**config.mk**
```make
export PLATFORM = sky130hd
export DESIGN_NAME = reorder_buffer
export DESIGN_NICKNAME = d
export VERILOG_FILES = /design/src/rtl/reorder_buffer.sv
export SDC_FILE = /design/constraint.sdc
export NUM_CORES = 2
export LEC_CHECK = 0
export CORE_MARGIN = 2
export CORE_UTILIZATION = 57
export CTS_BUF_LIST = sky130_fd_sc_hd__clkbuf_8
export DETAILED_ROUTE_END_ITERATION = 10
export DONT_BUFFER_PORTS = 1
export PLACE_DENSITY_LB_ADDON = 0.05
export SLEW_MARGIN = 30
export SYNTH_ARGS = -nofsm -noshare
export SYNTH_HDL_FRONTEND = slang
export SYNTH_SLANG_ARGS = --single-unit
```
**constraint.sdc**
```tcl
create_clock -name clk -period 46.1 [get_ports clk]
set_clock_uncertainty 0.1 [all_clocks]
set_input_delay 9.22 -clock clk [delete_from_list [all_inputs] [get_ports clk]]
set_output_delay 9.22 -clock clk [all_outputs]
set_load 0.03 [all_outputs]
```
**src/rtl/reorder_buffer.sv**
```systemverilog
// Circular in-order reorder buffer: tag allocation, CDB capture, single commit per cycle, mispredict flush.
// Optional `ROB_HEAD_BYPASS_EN: a CDB hit on the not-done head commits on the same edge.
module reorder_buffer #(
  parameter int DEPTH = 16,
  parameter int IDXW  = 4
) (
  input  logic        clk,
  input  logic        rst,
  input  logic        rdy,
  input  logic        ID_alloc_flag,
  input  logic [4:0]  ID_alloc_rd,
  input  logic        ID_alloc_is_store,
  input  logic        ID_alloc_is_br,
  output logic        rob_full,
  output logic [31:0] rob_next_id,
  input  logic [31:0] rob_id1,
  input  logic [31:0] rob_id2,
  output logic        rob_id1_rdy,
  output logic        rob_id2_rdy,
  output logic [31:0] rob_id1_val,
  output logic [31:0] rob_id2_val,
  input  logic        ex_cdb_flag,
  input  logic [31:0] ex_cdb_rob_id,
  input  logic [31:0] ex_cdb_val,
  input  logic        ex_cdb_jump_wrong,
  input  logic [31:0] ex_cdb_jump_pc,
  input  logic        ld_cdb_flag,
  input  logic [31:0] ld_cdb_rob_id,
  input  logic [31:0] ld_cdb_val,
  output logic        ROB_cmt_flag,
  output logic [4:0]  ROB_cmt_rd,
  output logic [31:0] ROB_cmt_rob_id,
  output logic [31:0] ROB_cmt_val,
  output logic        ROB_cmt_store_flag,
  output logic        jump_wrong_stall,
  output logic [31:0] jump_pc
);

  typedef logic [IDXW-1:0] idx_t;
  typedef logic [IDXW:0]   cnt_t;

  logic [DEPTH-1:0] valid_q, done_q, store_q, br_q, jw_q;
  logic [4:0]       rd_q  [DEPTH];
  logic [31:0]      val_q [DEPTH];
  logic [31:0]      jpc_q [DEPTH];

  idx_t head_q, head_d, tail_q, tail_d;
  cnt_t count_q, count_d;

  logic        cmt_flag_q, cmt_store_q, stall_q;
  logic [4:0]  cmt_rd_q;
  logic [31:0] cmt_id_q, cmt_val_q, jpc_out_q;

  logic        alloc_ok, ex_hit, ld_hit, commit_ok, flush;
  idx_t        ex_idx, ld_idx, q1_idx, q2_idx;
  logic [31:0] cmt_val_c, cmt_jpc_c;
  logic        cmt_jw_c;

  // Tags are index+1; tag 0 and anything above DEPTH never name an entry.
  function automatic logic tag_ok(input logic [31:0] t);
    return (t != 32'd0) && (t <= 32'(DEPTH));
  endfunction

  function automatic idx_t tag_idx(input logic [31:0] t);
    return idx_t'(t - 32'd1);
  endfunction

  assign rob_full    = (count_q == cnt_t'(DEPTH));
  assign rob_next_id = 32'(tail_q) + 32'd1;

  // Commit/flush outputs are one-cycle pulses with no handshake; consumers
  // must take them the cycle they appear. rdy low forces them to 0.
  assign ROB_cmt_flag       = cmt_flag_q & rdy;
  assign ROB_cmt_store_flag = cmt_store_q & rdy;
  assign jump_wrong_stall   = stall_q & rdy;
  assign ROB_cmt_rd         = cmt_rd_q;
  assign ROB_cmt_rob_id     = cmt_id_q;
  assign ROB_cmt_val        = cmt_val_q;
  assign jump_pc            = jpc_out_q;

  always_comb begin
    ex_idx   = tag_idx(ex_cdb_rob_id);
    ld_idx   = tag_idx(ld_cdb_rob_id);
    ex_hit   = ex_cdb_flag & ~stall_q & tag_ok(ex_cdb_rob_id) & valid_q[ex_idx] & ~done_q[ex_idx];
    ld_hit   = ld_cdb_flag & ~stall_q & tag_ok(ld_cdb_rob_id) & valid_q[ld_idx] & ~done_q[ld_idx];
    alloc_ok = ID_alloc_flag & ~rob_full & ~stall_q;
`ifdef ROB_HEAD_BYPASS_EN
    commit_ok = valid_q[head_q] &
                (done_q[head_q] | (ex_hit & (ex_idx == head_q)) | (ld_hit & (ld_idx == head_q)));
    if (done_q[head_q]) begin
      cmt_val_c = val_q[head_q];
      cmt_jw_c  = jw_q[head_q];
      cmt_jpc_c = jpc_q[head_q];
    end else if (ex_hit & (ex_idx == head_q)) begin
      cmt_val_c = ex_cdb_val;
      cmt_jw_c  = ex_cdb_jump_wrong & br_q[head_q];
      cmt_jpc_c = ex_cdb_jump_pc;
    end else begin
      cmt_val_c = ld_cdb_val;
      cmt_jw_c  = 1'b0;
      cmt_jpc_c = 32'd0;
    end
`else
    commit_ok = valid_q[head_q] & done_q[head_q];
    cmt_val_c = val_q[head_q];
    cmt_jw_c  = jw_q[head_q];
    cmt_jpc_c = jpc_q[head_q];
`endif
    flush = commit_ok & cmt_jw_c;
  end

  always_comb begin
    head_d  = head_q;
    tail_d  = tail_q;
    count_d = count_q;
    if (flush) begin
      head_d  = '0;
      tail_d  = '0;
      count_d = '0;
    end else begin
      if (alloc_ok)  tail_d = tail_q + idx_t'(1);
      if (commit_ok) head_d = head_q + idx_t'(1);
      count_d = count_q + cnt_t'(alloc_ok) - cnt_t'(commit_ok);
    end
  end

  always_comb begin
    q1_idx      = tag_idx(rob_id1);
    q2_idx      = tag_idx(rob_id2);
    rob_id1_rdy = tag_ok(rob_id1) & valid_q[q1_idx] & done_q[q1_idx];
    rob_id2_rdy = tag_ok(rob_id2) & valid_q[q2_idx] & done_q[q2_idx];
    rob_id1_val = tag_ok(rob_id1) ? val_q[q1_idx] : 32'd0;
    rob_id2_val = tag_ok(rob_id2) ? val_q[q2_idx] : 32'd0;
  end

  always_ff @(posedge clk or posedge rst) begin
    if (rst) begin
      valid_q     <= '0;
      done_q      <= '0;
      store_q     <= '0;
      br_q        <= '0;
      jw_q        <= '0;
      for (int i = 0; i < DEPTH; i++) begin
        rd_q[i]  <= '0;
        val_q[i] <= '0;
        jpc_q[i] <= '0;
      end
      head_q      <= '0;
      tail_q      <= '0;
      count_q     <= '0;
      cmt_flag_q  <= 1'b0;
      cmt_store_q <= 1'b0;
      stall_q     <= 1'b0;
      cmt_rd_q    <= '0;
      cmt_id_q    <= '0;
      cmt_val_q   <= '0;
      jpc_out_q   <= '0;
    end else if (rdy) begin
      head_q      <= head_d;
      tail_q      <= tail_d;
      count_q     <= count_d;
      cmt_flag_q  <= 1'b0;
      cmt_store_q <= 1'b0;
      stall_q     <= 1'b0;
      if (alloc_ok) begin
        valid_q[tail_q] <= 1'b1;
        done_q[tail_q]  <= 1'b0;
        jw_q[tail_q]    <= 1'b0;
        store_q[tail_q] <= ID_alloc_is_store;
        br_q[tail_q]    <= ID_alloc_is_br;
        rd_q[tail_q]    <= ID_alloc_rd;
      end
      if (ld_hit) begin
        done_q[ld_idx] <= 1'b1;
        val_q[ld_idx]  <= ld_cdb_val;
      end
      // Only branch entries can carry a mispredict.
      if (ex_hit) begin
        done_q[ex_idx] <= 1'b1;
        val_q[ex_idx]  <= ex_cdb_val;
        jw_q[ex_idx]   <= ex_cdb_jump_wrong & br_q[ex_idx];
        jpc_q[ex_idx]  <= ex_cdb_jump_pc;
      end
      if (commit_ok) begin
        valid_q[head_q] <= 1'b0;
        cmt_flag_q      <= ~store_q[head_q];
        cmt_store_q     <= store_q[head_q];
        cmt_rd_q        <= rd_q[head_q];
        cmt_id_q        <= 32'(head_q) + 32'd1;
        cmt_val_q       <= cmt_val_c;
      end
      if (flush) begin
        valid_q   <= '0;
        stall_q   <= 1'b1;
        jpc_out_q <= cmt_jpc_c;
      end
    end else begin
      // Frozen: state holds, but pulses are dropped so none repeats on wake-up.
      cmt_flag_q  <= 1'b0;
      cmt_store_q <= 1'b0;
      stall_q     <= 1'b0;
    end
  end

endmodule
```
==> results.cfg <==
[setup_path]
cp_common_cell = buf_4
r2r_setup_slack_ns = 41.32
start_kind = input pin
cp_top_family = buffers and inverters
worstSetupEndpointType = primary output
slowest_stage = a211oi_2
cpPeakStageDelay_ns = 0.96
cp_num_buf_inv = 3
cp_max_fo = 131
cp.arrival_ns = 13.10
path_cells = inv_1 -> ha_4 -> buf_4 -> buf_4 -> mux4_2 -> nor2b_1 -> a211oi_1 -> a211oi_2
path_class = input pin to primary output
required_ns = 36.78

[job]
maxCapViolCount = 0

[global_route]
grt_use_met2_pct = 60.6
use_met3_pct = 15.5
grt-busiest-layer = met2
grt_max_degree = 356
grt_pass1_vias = 56700
gr-total-overflow = 0
grt_use_met1_pct = 52.2
grt_use_total_pct = 40.7
grt_antenna_before_repair = 18
grt_pass1_wl_um = 393000

[power_and_ir_drop]
power.density_nw_per_um2 = 32.3
ir_drop_v = 0.0000340
p_leak_nw = 34.0

[final_layout]
mostFrequentLayoutCells = 1,270 x dfrtp_1, 638 x mux2_2, 633 x mux4_2
post_route_cells_drive_above_1_share_pct = 32.2
nNetsFinal = 6013
areaGrowthSynthToFinish_pct = 7.61
final_common_cell = dfrtp_1
fin_area_sq_um = 79800

[detailed_routing]
via_per_inst = 7.48
drc = 0
wl_per_cell_um = 35.2
first_pass_iters = 6
vias = 57400
first_iter_violations = 8276
antenna_left = 0
wl_um = 270000

[synth]
synthArstFlopShare_pct = 100
synth_edf_count = 0
synth-seq-cells = 1274
syn_inst = 6050
netlist_area_sq_um = 74100
ys.flop_type = dfrtp_1
synth.distinct_cells = 91
synth_seq_area_share_pct = 43.0
yosysWarnings = 0
syn_avg_cell_area_sq_um = 12.3

[clocking]
cts_sinks = 1274
htree_levels = 4
cts_tree = done
numCtsBuffers = 217
clock_latency_ns = 1.00
cts.path.max_buffers = 3
cts-root-buf = clkbuf_8
cts_hold_buffers = 0
post_cts_buffers = 0
ctsResizeCount = 0
clk_pin_slew_ns = 0.06

[placed_design]
dp_hpwl_um = 147000
place.port_buffers = 0
placed_area_sq_um = 75100
gp_congestion = 0.910

[floorplan]
io_pins = 441
core_sq_um = 129000
die_area_sq_um = 133000
start_util_pct = 57.3
dieHeight_um = 365
rows = 132
fp.dieW_um = 365

[timing]
rsz0062_at_grt = no
clock.fmax_ghz = 0.0446
worst_pin_slew_ns = 1.12
drv_slew = 0
max-slew-margin-rel_pct = 25.0
fin_crit_sh_pct = 48.6
layout_min_cycle_time_ns = 22.42
tns_ns = 0
setup_viol = 0
hold_viol = 0

[worst_hold_path]
hp-class = register to register

[run_status]
status = finished clean
## worst reg2reg max path, stage by stage (launching register included)
cell and delay [ns]:
dfrtp_1 0.57, or4_1 0.59, nor2_1 0.49, and4_1 0.58
nand3_4 0.75, o32a_2 0.69, buf_4 0.38, a221o_1 0.52
## worst paths after layout
check	startpoint	end	cells after the start
worst max register to register	stall_q	val_q[18]	7
max in group asynchronous	rst	val_q[338]	5
worst min-delay path	jpc_q[279]	jpc_q[279]	1
worst max-delay path	rob_id2[0]	rob_id2_val[26]	8
worst min register to register	jpc_q[279]	jpc_q[279]	1
min in group asynchronous	rst	ROB_cmt_rob_id[0]	1
## synthesized netlist by cell type (18+ instances only)
master	count	area [sq um]
and2_1	47	294
nand2_1	469	1760
nor2b_1	75	469
buf_1	113	424
a21o_1	18	135
clkbuf_1	417	1570
mux2i_1	96	961
o211ai_1	290	2180
or4_1	132	991
o211ai_2	30	375
nand4b_1	66	578
nor2_1	73	274
a32oi_1	101	885
inv_1	222	833
nand3_1	112	561
ha_1	25	313
buf_2	124	621
or3_1	33	206
nor4_1	71	444
o21ai_0	228	1140
nor3_1	50	250
mux2_2	638	7180
a221o_1	32	320
a211oi_1	163	1220
buf_4	63	473
nand2b_1	18	113
mux4_2	633	14300
a21oi_1	134	671
o21ai_1	26	130
dfrtp_1	1274	31900
mux2_1	56	631
nand4_1	30	188
## final cells by class
| type | count | area (sq um) |
|---|---|---|
| Multi-Input combinational cell | 3875 | 38900 |
| Sequential cell | 1274 | 31900 |
| Antenna cell | 10 | 25.0 |
| Timing Repair Buffer | 157 | 1300 |
| Tap cell | 1742 | 2180 |
| Clock buffer | 292 | 4020 |
| Clock inverter | 91 | 562 |
| Inverter | 224 | 858 |
| Fill cell | 10200 | 49500 |
## where the power goes
| part | internal [mW] | total [mW] | switching, mW |
|---|---|---|---|
| clock | 0.577 | 1.08 | 0.502 |
| combinational | 0.119 | 0.291 | 0.173 |
| sequential | 1.17 | 1.21 | 0.0344 |
| total | 1.87 | 2.58 | 0.709 |
## layer usage
layer	vias to the layer above	wire length, um
met4	10	15900
met1	29300	97200
met2	4391	121000
met3	1065	36200
li1	22600	-
met5	-	60
## flip-flops by register name, indices dropped and copies added (netlist names), 16 cells and up
register,count
ROB_cmt_val,32
br_q,16
done_q,16
jpc_q,512
jump_pc,32
jw_q,16
rd_q,80
store_q,16
val_q,512
valid_q,16
## cells by family (layout without fill, tap and decap cells)
family | count (synthesis) | in the layout | share of synthesized area (%)
XOR/XNOR | 24 | 24 | 0.294
other | 1 | 64 | 0.00506
flip-flops | 1274 | 1274 | 43.0
AND/OR/NAND/NOR | 1252 | 1252 | 9.24
buffers and inverters | 954 | 764 | 5.49
AO/OA/AOI/OAI | 1096 | 1096 | 10.5
adder cells (fa/ha/maj) | 26 | 26 | 0.449
multiplexers | 1423 | 1423 | 31.1
## through the flow
stage / instances / hold WS, ns / power, mW / worst slack [ns] / utilization [%]
6_report: 7665 / 0.386 / 2.58 / 23.68 / 61.7
5_1_grt: 7658 / 0.401 / 2.66 / 23.81 / 61.7
4_1_cts: 7654 / 0.391 / 2.58 / 23.92 / 61.6
3_5_place_dp: 7271 / 0.377 / 1.51 / 23.92 / 58.1
3_3_place_gp: 7269 / 0.369 / 1.50 / 23.89 / 58.0
2_1_floorplan: 6103 / 0.359 / 1.45 / 0.875 / -
No activity file was read; power rests on OpenSTA's default activity.
